--- src/rtl/binary_morph_3x3_if.sv ---
// -----------------------------------------------------------------------------
// binary_morph_3x3_if
// Pixel stream bundle for the 3x3 binary morphology engine.
//   mode     : operation select, sampled with an accepted din_sof
//   din      : input pixel, din_vld valid, din_sof first pixel of frame
//   din_rdy  : engine can accept a pixel (low while flushing)
//   dout     : output pixel (all-ones or all-zeros), dout_vld valid,
//              dout_sof first output pixel of frame
// master drives the input side (upstream / bench), slave is the engine.
// -----------------------------------------------------------------------------
interface binary_morph_3x3_if #(
  parameter int DATA_W = 24
) ();
  logic [1:0]        mode;
  logic [DATA_W-1:0] din;
  logic              din_vld;
  logic              din_sof;
  logic              din_rdy;
  logic [DATA_W-1:0] dout;
  logic              dout_vld;
  logic              dout_sof;

  modport master (
    output mode, din, din_vld, din_sof,
    input  din_rdy, dout, dout_vld, dout_sof
  );

  modport slave (
    input  mode, din, din_vld, din_sof,
    output din_rdy, dout, dout_vld, dout_sof
  );
endinterface

--- src/rtl/binary_morph_3x3.sv ---
// -----------------------------------------------------------------------------
// binary_morph_3x3
// 3x3 binary dilation / erosion / bypass on a raster pixel stream. Each pixel
// is binarised on its MSB, two 1-bit line buffers plus a 3-column window
// hold the neighbourhood, and the result is emitted as a full-width
// black/white pixel one clock after the accept that completes its window.
// At end of frame the last row+1 pixels are flushed with virtual inputs
// while din_rdy is held low.
// Ports:
//   clk     : pixel clock
//   rst_n   : asynchronous active-low reset
//   bus_if  : slave side of binary_morph_3x3_if (mode, din*, dout*)
// -----------------------------------------------------------------------------
module binary_morph_3x3 #(
  parameter int DATA_W = 24,
  parameter int IMG_W  = 640,
  parameter int IMG_H  = 480
) (
  input  logic                 clk,
  input  logic                 rst_n,
  binary_morph_3x3_if.slave    bus_if
);

  localparam int CW = $clog2(IMG_W);
  localparam int RW = $clog2(IMG_H);
  localparam int FW = $clog2(IMG_W + 1) + 1;

  localparam logic [CW-1:0] COL_ZERO   = {CW{1'b0}};
  localparam logic [CW-1:0] COL_ONE    = {{(CW-1){1'b0}}, 1'b1};
  localparam logic [CW-1:0] COL_LAST   = CW'(IMG_W - 1);
  localparam logic [RW-1:0] ROW_ZERO   = {RW{1'b0}};
  localparam logic [RW-1:0] ROW_ONE    = {{(RW-1){1'b0}}, 1'b1};
  localparam logic [RW-1:0] ROW_LAST   = RW'(IMG_H - 1);
  localparam logic [FW-1:0] FLUSH_ZERO = {FW{1'b0}};
  localparam logic [FW-1:0] FLUSH_ONE  = {{(FW-1){1'b0}}, 1'b1};
  localparam logic [FW-1:0] FLUSH_LAST = FW'(IMG_W);

  localparam logic [1:0] MODE_BYP = 2'b00;
  localparam logic [1:0] MODE_DIL = 2'b01;
  localparam logic [1:0] MODE_ERO = 2'b10;

  typedef enum logic [1:0] {
    S_IDLE  = 2'd0,
    S_FILL  = 2'd1,
    S_RUN   = 2'd2,
    S_FLUSH = 2'd3
  } state_e;

  // Window bit order: index = row*3 + col, row 0 = top, col 0 = left.
  // Out-of-image neighbours are replaced by the neutral pad value of the
  // operation (0 for OR, 1 for AND) so borders neither grow nor erode.
  function automatic logic morph_op(input logic [1:0] op,
                                    input logic [8:0] win,
                                    input logic [8:0] ok);
    logic       pad;
    logic [8:0] eff;
    logic       res;
    case (op)
      MODE_DIL: pad = 1'b0;
      MODE_ERO: pad = 1'b1;
      default:  pad = 1'b0;
    endcase
    eff = (win & ok) | ({9{pad}} & ~ok);
    case (op)
      MODE_DIL: res = |eff;
      MODE_ERO: res = &eff;
      default:  res = win[4];
    endcase
    return res;
  endfunction

  state_e            state_q, state_d;
  logic [1:0]        mode_q, mode_d;
  logic [CW-1:0]     in_col_q, in_col_d;
  logic [RW-1:0]     in_row_q, in_row_d;
  logic [CW-1:0]     out_col_q, out_col_d;
  logic [RW-1:0]     out_row_q, out_row_d;
  logic [FW-1:0]     flush_q, flush_d;
  logic              din_rdy_q, din_rdy_d;
  logic [DATA_W-1:0] dout_q, dout_d;
  logic              dout_vld_q, dout_vld_d;
  logic              dout_sof_q, dout_sof_d;

  logic [IMG_W-1:0]  lb_top_q;   // row two above the incoming pixel
  logic [IMG_W-1:0]  lb_mid_q;   // row directly above the incoming pixel
  logic [2:0]        col_l_q;    // older window column (left of centre)
  logic [2:0]        col_c_q;    // newer window column (centre)

  logic              acc_s;
  logic              sof_acc_s;
  logic              shift_s;
  logic              restart_s;
  logic              emit_s;
  logic              bit_in_s;
  logic [CW-1:0]     col_idx_s;
  logic [RW-1:0]     row_cur_s;
  logic [2:0]        new_col_s;
  logic [8:0]        win_s;
  logic [8:0]        ok_s;
  logic [2:0]        row_ok_s;
  logic [2:0]        col_ok_s;
  logic              result_s;

  assign acc_s     = bus_if.din_vld & din_rdy_q;
  assign sof_acc_s = acc_s & bus_if.din_sof;

  // A restarting pixel is always pixel (0,0) of the new frame.
  assign col_idx_s = restart_s ? COL_ZERO : in_col_q;
  assign row_cur_s = restart_s ? ROW_ZERO : in_row_q;
  assign new_col_s = {bit_in_s, lb_mid_q[col_idx_s], lb_top_q[col_idx_s]};

  assign win_s = {new_col_s[2], col_c_q[2], col_l_q[2],
                  new_col_s[1], col_c_q[1], col_l_q[1],
                  new_col_s[0], col_c_q[0], col_l_q[0]};

  assign row_ok_s = {out_row_q != ROW_LAST, 1'b1, out_row_q != ROW_ZERO};
  assign col_ok_s = {out_col_q != COL_LAST, 1'b1, out_col_q != COL_ZERO};

  // Expand row/column in-image flags into a per-neighbour mask.
  always_comb begin
    ok_s = 9'b0_0000_0000;
    for (int r = 0; r < 3; r++) begin
      for (int c = 0; c < 3; c++) begin
        ok_s[r*3+c] = row_ok_s[r] & col_ok_s[c];
      end
    end
  end

  assign result_s = morph_op(mode_q, win_s, ok_s);

  // FSM next state and per-cycle control strobes.
  always_comb begin
    state_d   = state_q;
    mode_d    = mode_q;
    flush_d   = flush_q;
    din_rdy_d = 1'b1;
    shift_s   = 1'b0;
    restart_s = 1'b0;
    emit_s    = 1'b0;
    bit_in_s  = bus_if.din[DATA_W-1];
    case (state_q)
      S_IDLE: begin
        if (sof_acc_s) begin
          restart_s = 1'b1;
          shift_s   = 1'b1;
          mode_d    = bus_if.mode;
          state_d   = S_FILL;
        end else begin
          state_d = S_IDLE;
        end
      end
      S_FILL: begin
        if (sof_acc_s) begin
          restart_s = 1'b1;
          shift_s   = 1'b1;
          mode_d    = bus_if.mode;
          state_d   = S_FILL;
        end else if (acc_s) begin
          shift_s = 1'b1;
          // Pixel (1,1) completes the window around (0,0).
          if (in_row_q == ROW_ONE && in_col_q == COL_ONE) begin
            emit_s  = 1'b1;
            state_d = S_RUN;
          end else begin
            state_d = S_FILL;
          end
        end else begin
          state_d = S_FILL;
        end
      end
      S_RUN: begin
        if (sof_acc_s) begin
          restart_s = 1'b1;
          shift_s   = 1'b1;
          mode_d    = bus_if.mode;
          state_d   = S_FILL;
        end else if (acc_s) begin
          shift_s = 1'b1;
          emit_s  = 1'b1;
          if (in_row_q == ROW_LAST && in_col_q == COL_LAST) begin
            state_d   = S_FLUSH;
            flush_d   = FLUSH_ZERO;
            din_rdy_d = 1'b0;
          end else begin
            state_d = S_RUN;
          end
        end else begin
          state_d = S_RUN;
        end
      end
      S_FLUSH: begin
        // Virtual input; its value is always masked by bottom-row padding.
        shift_s  = 1'b1;
        emit_s   = 1'b1;
        bit_in_s = 1'b0;
        if (flush_q == FLUSH_LAST) begin
          state_d = S_IDLE;
        end else begin
          flush_d   = flush_q + FLUSH_ONE;
          din_rdy_d = 1'b0;
          state_d   = S_FLUSH;
        end
      end
      default: begin
        state_d = S_IDLE;
      end
    endcase
  end

  // Geometry counters and output register next values.
  always_comb begin
    in_col_d   = in_col_q;
    in_row_d   = in_row_q;
    out_col_d  = out_col_q;
    out_row_d  = out_row_q;
    dout_d     = dout_q;
    dout_vld_d = 1'b0;
    dout_sof_d = 1'b0;
    if (shift_s) begin
      if (col_idx_s == COL_LAST) begin
        in_col_d = COL_ZERO;
        in_row_d = (row_cur_s == ROW_LAST) ? ROW_ZERO : row_cur_s + ROW_ONE;
      end else begin
        in_col_d = col_idx_s + COL_ONE;
        in_row_d = row_cur_s;
      end
    end else begin
      in_col_d = in_col_q;
      in_row_d = in_row_q;
    end
    if (restart_s) begin
      out_col_d = COL_ZERO;
      out_row_d = ROW_ZERO;
    end else if (emit_s) begin
      if (out_col_q == COL_LAST) begin
        out_col_d = COL_ZERO;
        out_row_d = (out_row_q == ROW_LAST) ? ROW_ZERO : out_row_q + ROW_ONE;
      end else begin
        out_col_d = out_col_q + COL_ONE;
        out_row_d = out_row_q;
      end
    end else begin
      out_col_d = out_col_q;
      out_row_d = out_row_q;
    end
    if (emit_s) begin
      dout_d     = {DATA_W{result_s}};
      dout_vld_d = 1'b1;
      dout_sof_d = (out_col_q == COL_ZERO) && (out_row_q == ROW_ZERO);
    end else begin
      dout_d     = dout_q;
      dout_vld_d = 1'b0;
      dout_sof_d = 1'b0;
    end
  end

  // Control state, counters and registered outputs.
  always_ff @(posedge clk or negedge rst_n) begin
    if (!rst_n) begin
      state_q    <= S_IDLE;
      mode_q     <= MODE_BYP;
      in_col_q   <= COL_ZERO;
      in_row_q   <= ROW_ZERO;
      out_col_q  <= COL_ZERO;
      out_row_q  <= ROW_ZERO;
      flush_q    <= FLUSH_ZERO;
      din_rdy_q  <= 1'b1;
      dout_q     <= {DATA_W{1'b0}};
      dout_vld_q <= 1'b0;
      dout_sof_q <= 1'b0;
    end else begin
      state_q    <= state_d;
      mode_q     <= mode_d;
      in_col_q   <= in_col_d;
      in_row_q   <= in_row_d;
      out_col_q  <= out_col_d;
      out_row_q  <= out_row_d;
      flush_q    <= flush_d;
      din_rdy_q  <= din_rdy_d;
      dout_q     <= dout_d;
      dout_vld_q <= dout_vld_d;
      dout_sof_q <= dout_sof_d;
    end
  end

  // Line buffers and window columns; contents are don't-care after reset.
  always_ff @(posedge clk) begin
    if (shift_s) begin
      lb_top_q[col_idx_s] <= lb_mid_q[col_idx_s];
      lb_mid_q[col_idx_s] <= bit_in_s;
      col_l_q             <= col_c_q;
      col_c_q             <= new_col_s;
    end
  end

  assign bus_if.din_rdy  = din_rdy_q;
  assign bus_if.dout     = dout_q;
  assign bus_if.dout_vld = dout_vld_q;
  assign bus_if.dout_sof = dout_sof_q;

endmodule
--- src/flat_wrapper.sv ---
// flat-port wrapper written by rule: the top's interface ports become plain ports
module binary_morph_3x3_flat 
#(
  parameter int DATA_W = 24,
  parameter int IMG_W  = 640,
  parameter int IMG_H  = 480
)
  (clk, rst_n, bus_if_mode, bus_if_din, bus_if_din_vld, bus_if_din_sof, bus_if_din_rdy, bus_if_dout, bus_if_dout_vld, bus_if_dout_sof);
  binary_morph_3x3_if #(.DATA_W(DATA_W)) bus_if_i ();
  input  logic clk;
  input  logic rst_n;
  input wire logic [$bits(bus_if_i.mode)-1:0] bus_if_mode;
  input wire logic [$bits(bus_if_i.din)-1:0] bus_if_din;
  input wire logic [$bits(bus_if_i.din_vld)-1:0] bus_if_din_vld;
  input wire logic [$bits(bus_if_i.din_sof)-1:0] bus_if_din_sof;
  output wire logic [$bits(bus_if_i.din_rdy)-1:0] bus_if_din_rdy;
  output wire logic [$bits(bus_if_i.dout)-1:0] bus_if_dout;
  output wire logic [$bits(bus_if_i.dout_vld)-1:0] bus_if_dout_vld;
  output wire logic [$bits(bus_if_i.dout_sof)-1:0] bus_if_dout_sof;
  assign bus_if_i.mode = bus_if_mode;
  assign bus_if_i.din = bus_if_din;
  assign bus_if_i.din_vld = bus_if_din_vld;
  assign bus_if_i.din_sof = bus_if_din_sof;
  assign bus_if_din_rdy = bus_if_i.din_rdy;
  assign bus_if_dout = bus_if_i.dout;
  assign bus_if_dout_vld = bus_if_i.dout_vld;
  assign bus_if_dout_sof = bus_if_i.dout_sof;
  binary_morph_3x3 #(.DATA_W(DATA_W), .IMG_W(IMG_W), .IMG_H(IMG_H)) u_core (.clk(clk), .rst_n(rst_n), .bus_if(bus_if_i));
endmodule
--- config.mk ---
export PLATFORM = sky130hd
export DESIGN_NAME = binary_morph_3x3_flat
export DESIGN_NICKNAME = d
export VERILOG_FILES = /design/src/rtl/binary_morph_3x3_if.sv /design/src/rtl/binary_morph_3x3.sv /design/src/flat_wrapper.sv
export SDC_FILE = /design/constraint.sdc
export NUM_CORES = 2
export LEC_CHECK = 0
export BUFFER_PORTS_ARGS = -buffer_cell sky130_fd_sc_hd__buf_2
export CORE_ASPECT_RATIO = 1.2
export CORE_MARGIN = 2
export CORE_UTILIZATION = 57
export DETAILED_ROUTE_END_ITERATION = 16
export GPL_ROUTABILITY_DRIVEN = 0
export PLACE_DENSITY = 0.73
export SLEW_MARGIN = 0
export SYNTH_ARGS = -nofsm -noshare
export SYNTH_HDL_FRONTEND = slang
export SYNTH_SLANG_ARGS = --single-unit
--- constraint.sdc ---
create_clock -name clk -period 25.4 [get_ports clk]
set_input_delay 5.08 -clock clk [delete_from_list [all_inputs] [get_ports clk]]
set_output_delay 5.08 -clock clk [all_outputs]
set_load 0.01 [all_outputs]
==> impl_results.md <==
- Status: finished clean
- Power per Cell Area: 104 nW/µm²
- Die width: 295 µm
- Total Routing Usage GR: 33.7%
- Worst Hold Class: flop to flop
- CTS Hold Bufs: 0
- Setup violators final: 0
- CTS tree: yes
- Initial Utilization: 57.3%
- WHS Endpoint: u_core.col_l_q[2]
- DR iter-0 viols: 6,110
- Worst slew pin tran: 1430 ps
- Launch point of the worst hold path: u_core.col_c_q[2]
- # Max-Cap Violations: 0
- CP peak stage delay: 950 ps
- Crit Reg-Reg Startpoint: u_core.in_col_q[1]
- Crit end category: flop
- Final #Nets: 4,232
- Pre-CTS worst setup slack: 14,040 ps
- Tmin final: 10,850 ps
- Core Area: 101,000 µm²
- Die area: 104,000 µm²
- Ys Warns: 0
- Routed WL per cell: 31.1 µm
- Share of the synthesized area in the top cell type: 66.7%
- Crit start category: input pin
- Fin. max-slew vios: 0
- Die height: 353 µm
- CP Cell Sequence: buf_2 > and4b_4 > nor2_8 > clkinv_2 > buf_4 > buf_4 > nor2_1 > a2111oi_0 > nor2_1 > a31oi_1 > o21bai_1 > o221ai_4 > buf_4 > buf_4
- Critical path class: input pin to flop
- Worst-path clk slew: 60 ps
- Ranking of synthesized cells by area: edfxtp_1 67%, nor2_1 5.2%, mux2i_1 3.5%
- Placed Instances: 5,417
- Grt ovf: 0
- Synthesized net count: 4,299
- Fmax: 92.2 MHz
- CTS Buffer Depth: 3
- Buffers on Ports: 33
- Syn_area_per_cell: 13.6 µm²
- Fin worst setup slack: 14,550 ps
- Unique masters post-synth: 96
- Post-DP HPWL: 103 mm
- R2R setup slack: 18,160 ps
- I/O Pins: 57
- Post-route DRC violation count: 0
- Period utilisation layout: 42.7%
- Fraction of final layout cells with drive strength greater than 1: 12.5%
- Antenna-violating nets left: 0
- Seq/Total Area, Yosys: 69.2%
- Worst VDD drop: 0.000144 V
- Hold Fails Final Rpt: 0
- Largest net degree at the start of global routing: 231
- Yosys reg bits: 1,343
- Leakage: 20.2 nW
- Fraction of registers with async set/reset: 4.24%
- Post-cts resize count: 0
- Ys flop type: edfxtp_1
- FF-to-FF End: u_core.lb_top_q[418]
- Number of global-route vias before repair: 37.2k
- Req. time, crit path: 25,790 ps
- Post-Synthesis Cells: 4,251
- Area leader, netlist: edfxtp_1
- Slew HR: 4.61%
- First-pass GRT wire length: 251 mm
- Rows: 128
- CTS Buf Count: 130
- Crit path DAT: 11,240 ps
- Via density: 6.84
- Worst-Skew Late Latency: 780 ps
- DR vias: 38.7k
- Crit path top cell by count: buf_4
- Clock root buffer: clkbuf_16
- Initial antenna violation count: 7
- Sink Count: 1,343
- CP Max Fanout: 122
- Worst hold stages: 0
- R2R depth: 14
- Area Overhead vs Synth: 8.92%
- Unrepaired setup endpoints after global routing: no
- Crit-path slowest cell: buf_4
- Syn Std Cell Area: 57,900 µm²
- Post-synth EDFFs: 1,286
- Wirelength, routed: 176 mm
- Hold slack: 480 ps
- DRT Pass-1 Iters: 8
- Post-CTS Setup Bufs: 0
- Fin Clk Skew: 36.0 ps
- H-tree Lvls: 4
- Fin Setup TNS: 0 ps
- Final cell count without fillers: 5,658
-- Yosys cell counts, types with 11 or more instances --
| cell type | instances |
|---|---|
| buf_2 | 109 |
| o21ai_0 | 137 |
| clkbuf_1 | 147 |
| xor2_1 | 17 |
| o211ai_1 | 16 |
| nand2_1 | 266 |
| a221oi_1 | 59 |
| o22ai_1 | 51 |
| a211oi_1 | 58 |
| a2111oi_0 | 30 |
| dfrtp_1 | 56 |
| mux4_2 | 60 |
| ha_1 | 18 |
| nor2b_1 | 29 |
| a311oi_1 | 13 |
| a21oi_1 | 155 |
| o221ai_1 | 28 |
| a211o_1 | 11 |
| inv_1 | 30 |
| edfxtp_1 | 1286 |
| o22a_1 | 14 |
| nand3_1 | 92 |
| mux2i_1 | 203 |
| buf_1 | 19 |
| o21a_1 | 14 |
| and2_1 | 16 |
| o2111ai_1 | 11 |
| nor4_1 | 11 |
| buf_6 | 12 |
| or3_1 | 11 |
| and3_1 | 21 |
| a31oi_1 | 34 |
| nand2b_1 | 17 |
| buf_4 | 58 |
| a22oi_1 | 24 |
| nor2_1 | 805 |
| a221o_1 | 14 |
| mux2_2 | 80 |
| nor3_1 | 34 |
| a22o_1 | 12 |
| nand4_1 | 27 |
-- flip-flops by register name (all words and copies together), names as in the netlist --
name and count:
u_core.lb_top_q 640, u_core.lb_mid_q 640, u_core.mode_q 2, u_core.in_row_q 9, u_core.bus_if.dout_vld 1, u_core.col_c_q 3
u_core.col_l_q 3, u_core.flush_q 11, u_core.bus_if.dout 1, u_core.bus_if.din_rdy 1, u_core.out_row_q 9, u_core.out_col_q 10
u_core.bus_if.dout_sof 1, u_core.in_col_q 10, u_core.state_q 2
-- worst max-delay path: cells and delay by family --
| kind | cells | cell delay (ps) |
|---|---|---|
| AO/OA/AOI/OAI | 4 | 1920 |
| buffers and inverters | 6 | 3370 |
| AND/OR/NAND/NOR | 4 | 580 |
-- worst max-delay path by stage --
stage / from / end / slack [ps]
CTS: bus_if_din_sof / u_core.lb_top_q[418] / 14820
global placement: bus_if_din_sof / u_core.lb_top_q[242] / 14170
finish: bus_if_din_sof / u_core.lb_top_q[418] / 14550
detailed placement: bus_if_din_sof / u_core.lb_top_q[247] / 14040
global route: bus_if_din_sof / u_core.lb_top_q[418] / 14570
floorplan: bus_if_din[23] / u_core.col_c_q[2] / 1690
-- through the flow --
stage	instance area (µm²)	util [%]	power (mW)
after CTS	63000	62.4	6.47
after floorplan	57900	-	4.23
after global placement	59100	58.5	4.66
final	63100	62.4	6.53
after global routing	63000	62.4	6.67
after detailed placement	59100	58.5	4.68
-- layer usage --
| metal | GRT usage [%] | vias up | wire length [µm] |
|---|---|---|---|
| met5 | 0 | - | 75 |
| met3 | 9.26 | 678 | 22600 |
| li1 | - | 16000 | - |
| met2 | 51.8 | 2852 | 81100 |
| met1 | 41.4 | 19200 | 58300 |
| met4 | 23.9 | 8 | 14100 |
-- kinds of logic after synthesis --
kind of cell,synth area share [%]
mux,7.42
buf+inv,3.36
fa+ha+maj,0.389
xor+xnor,0.348
compound gates,9.23
simple gates,10.1
flops,69.2
-- final cells by class --
type	instances	area (µm²)
Antenna cell	6	15.0
Fill cell	7426	38000
Timing Repair Buffer	151	1140
Multi-Input combinational cell	2523	16000
Clock buffer	158	3430
Sequential cell	1343	40100
Clock inverter	77	538
Tap cell	1365	1710
Inverter	35	136
-- report_power, final --
| group | leakage, nW | total, mW | switching, mW | internal, mW |
|---|---|---|---|---|
| clock network | 1.96 | 1.83 | 0.823 | 1.01 |
| registers | 12.4 | 2.81 | 0.0343 | 2.78 |
| logic | 5.92 | 1.89 | 1.39 | 0.495 |
-- layout by cell type (no fill, tap or decap), drive strengths merged, types with 32 or more instances in the layout --
master	synthesis	final
clkbuf	148	158
nand2	266	266
nor2	814	814
edfxtp	1286	1286
nand3	92	92
a2111oi	32	32
o22ai	51	51
mux4	60	60
inv	34	37
o21ai	141	141
a21oi	156	156
nor3	36	36
buf	202	151
dfrtp	56	56
a221oi	59	59
clkinv	1	70
mux2	81	81
mux2i	203	203
a31oi	34	34
a211oi	58	58
No activity file was read; power rests on OpenSTA's default activity.
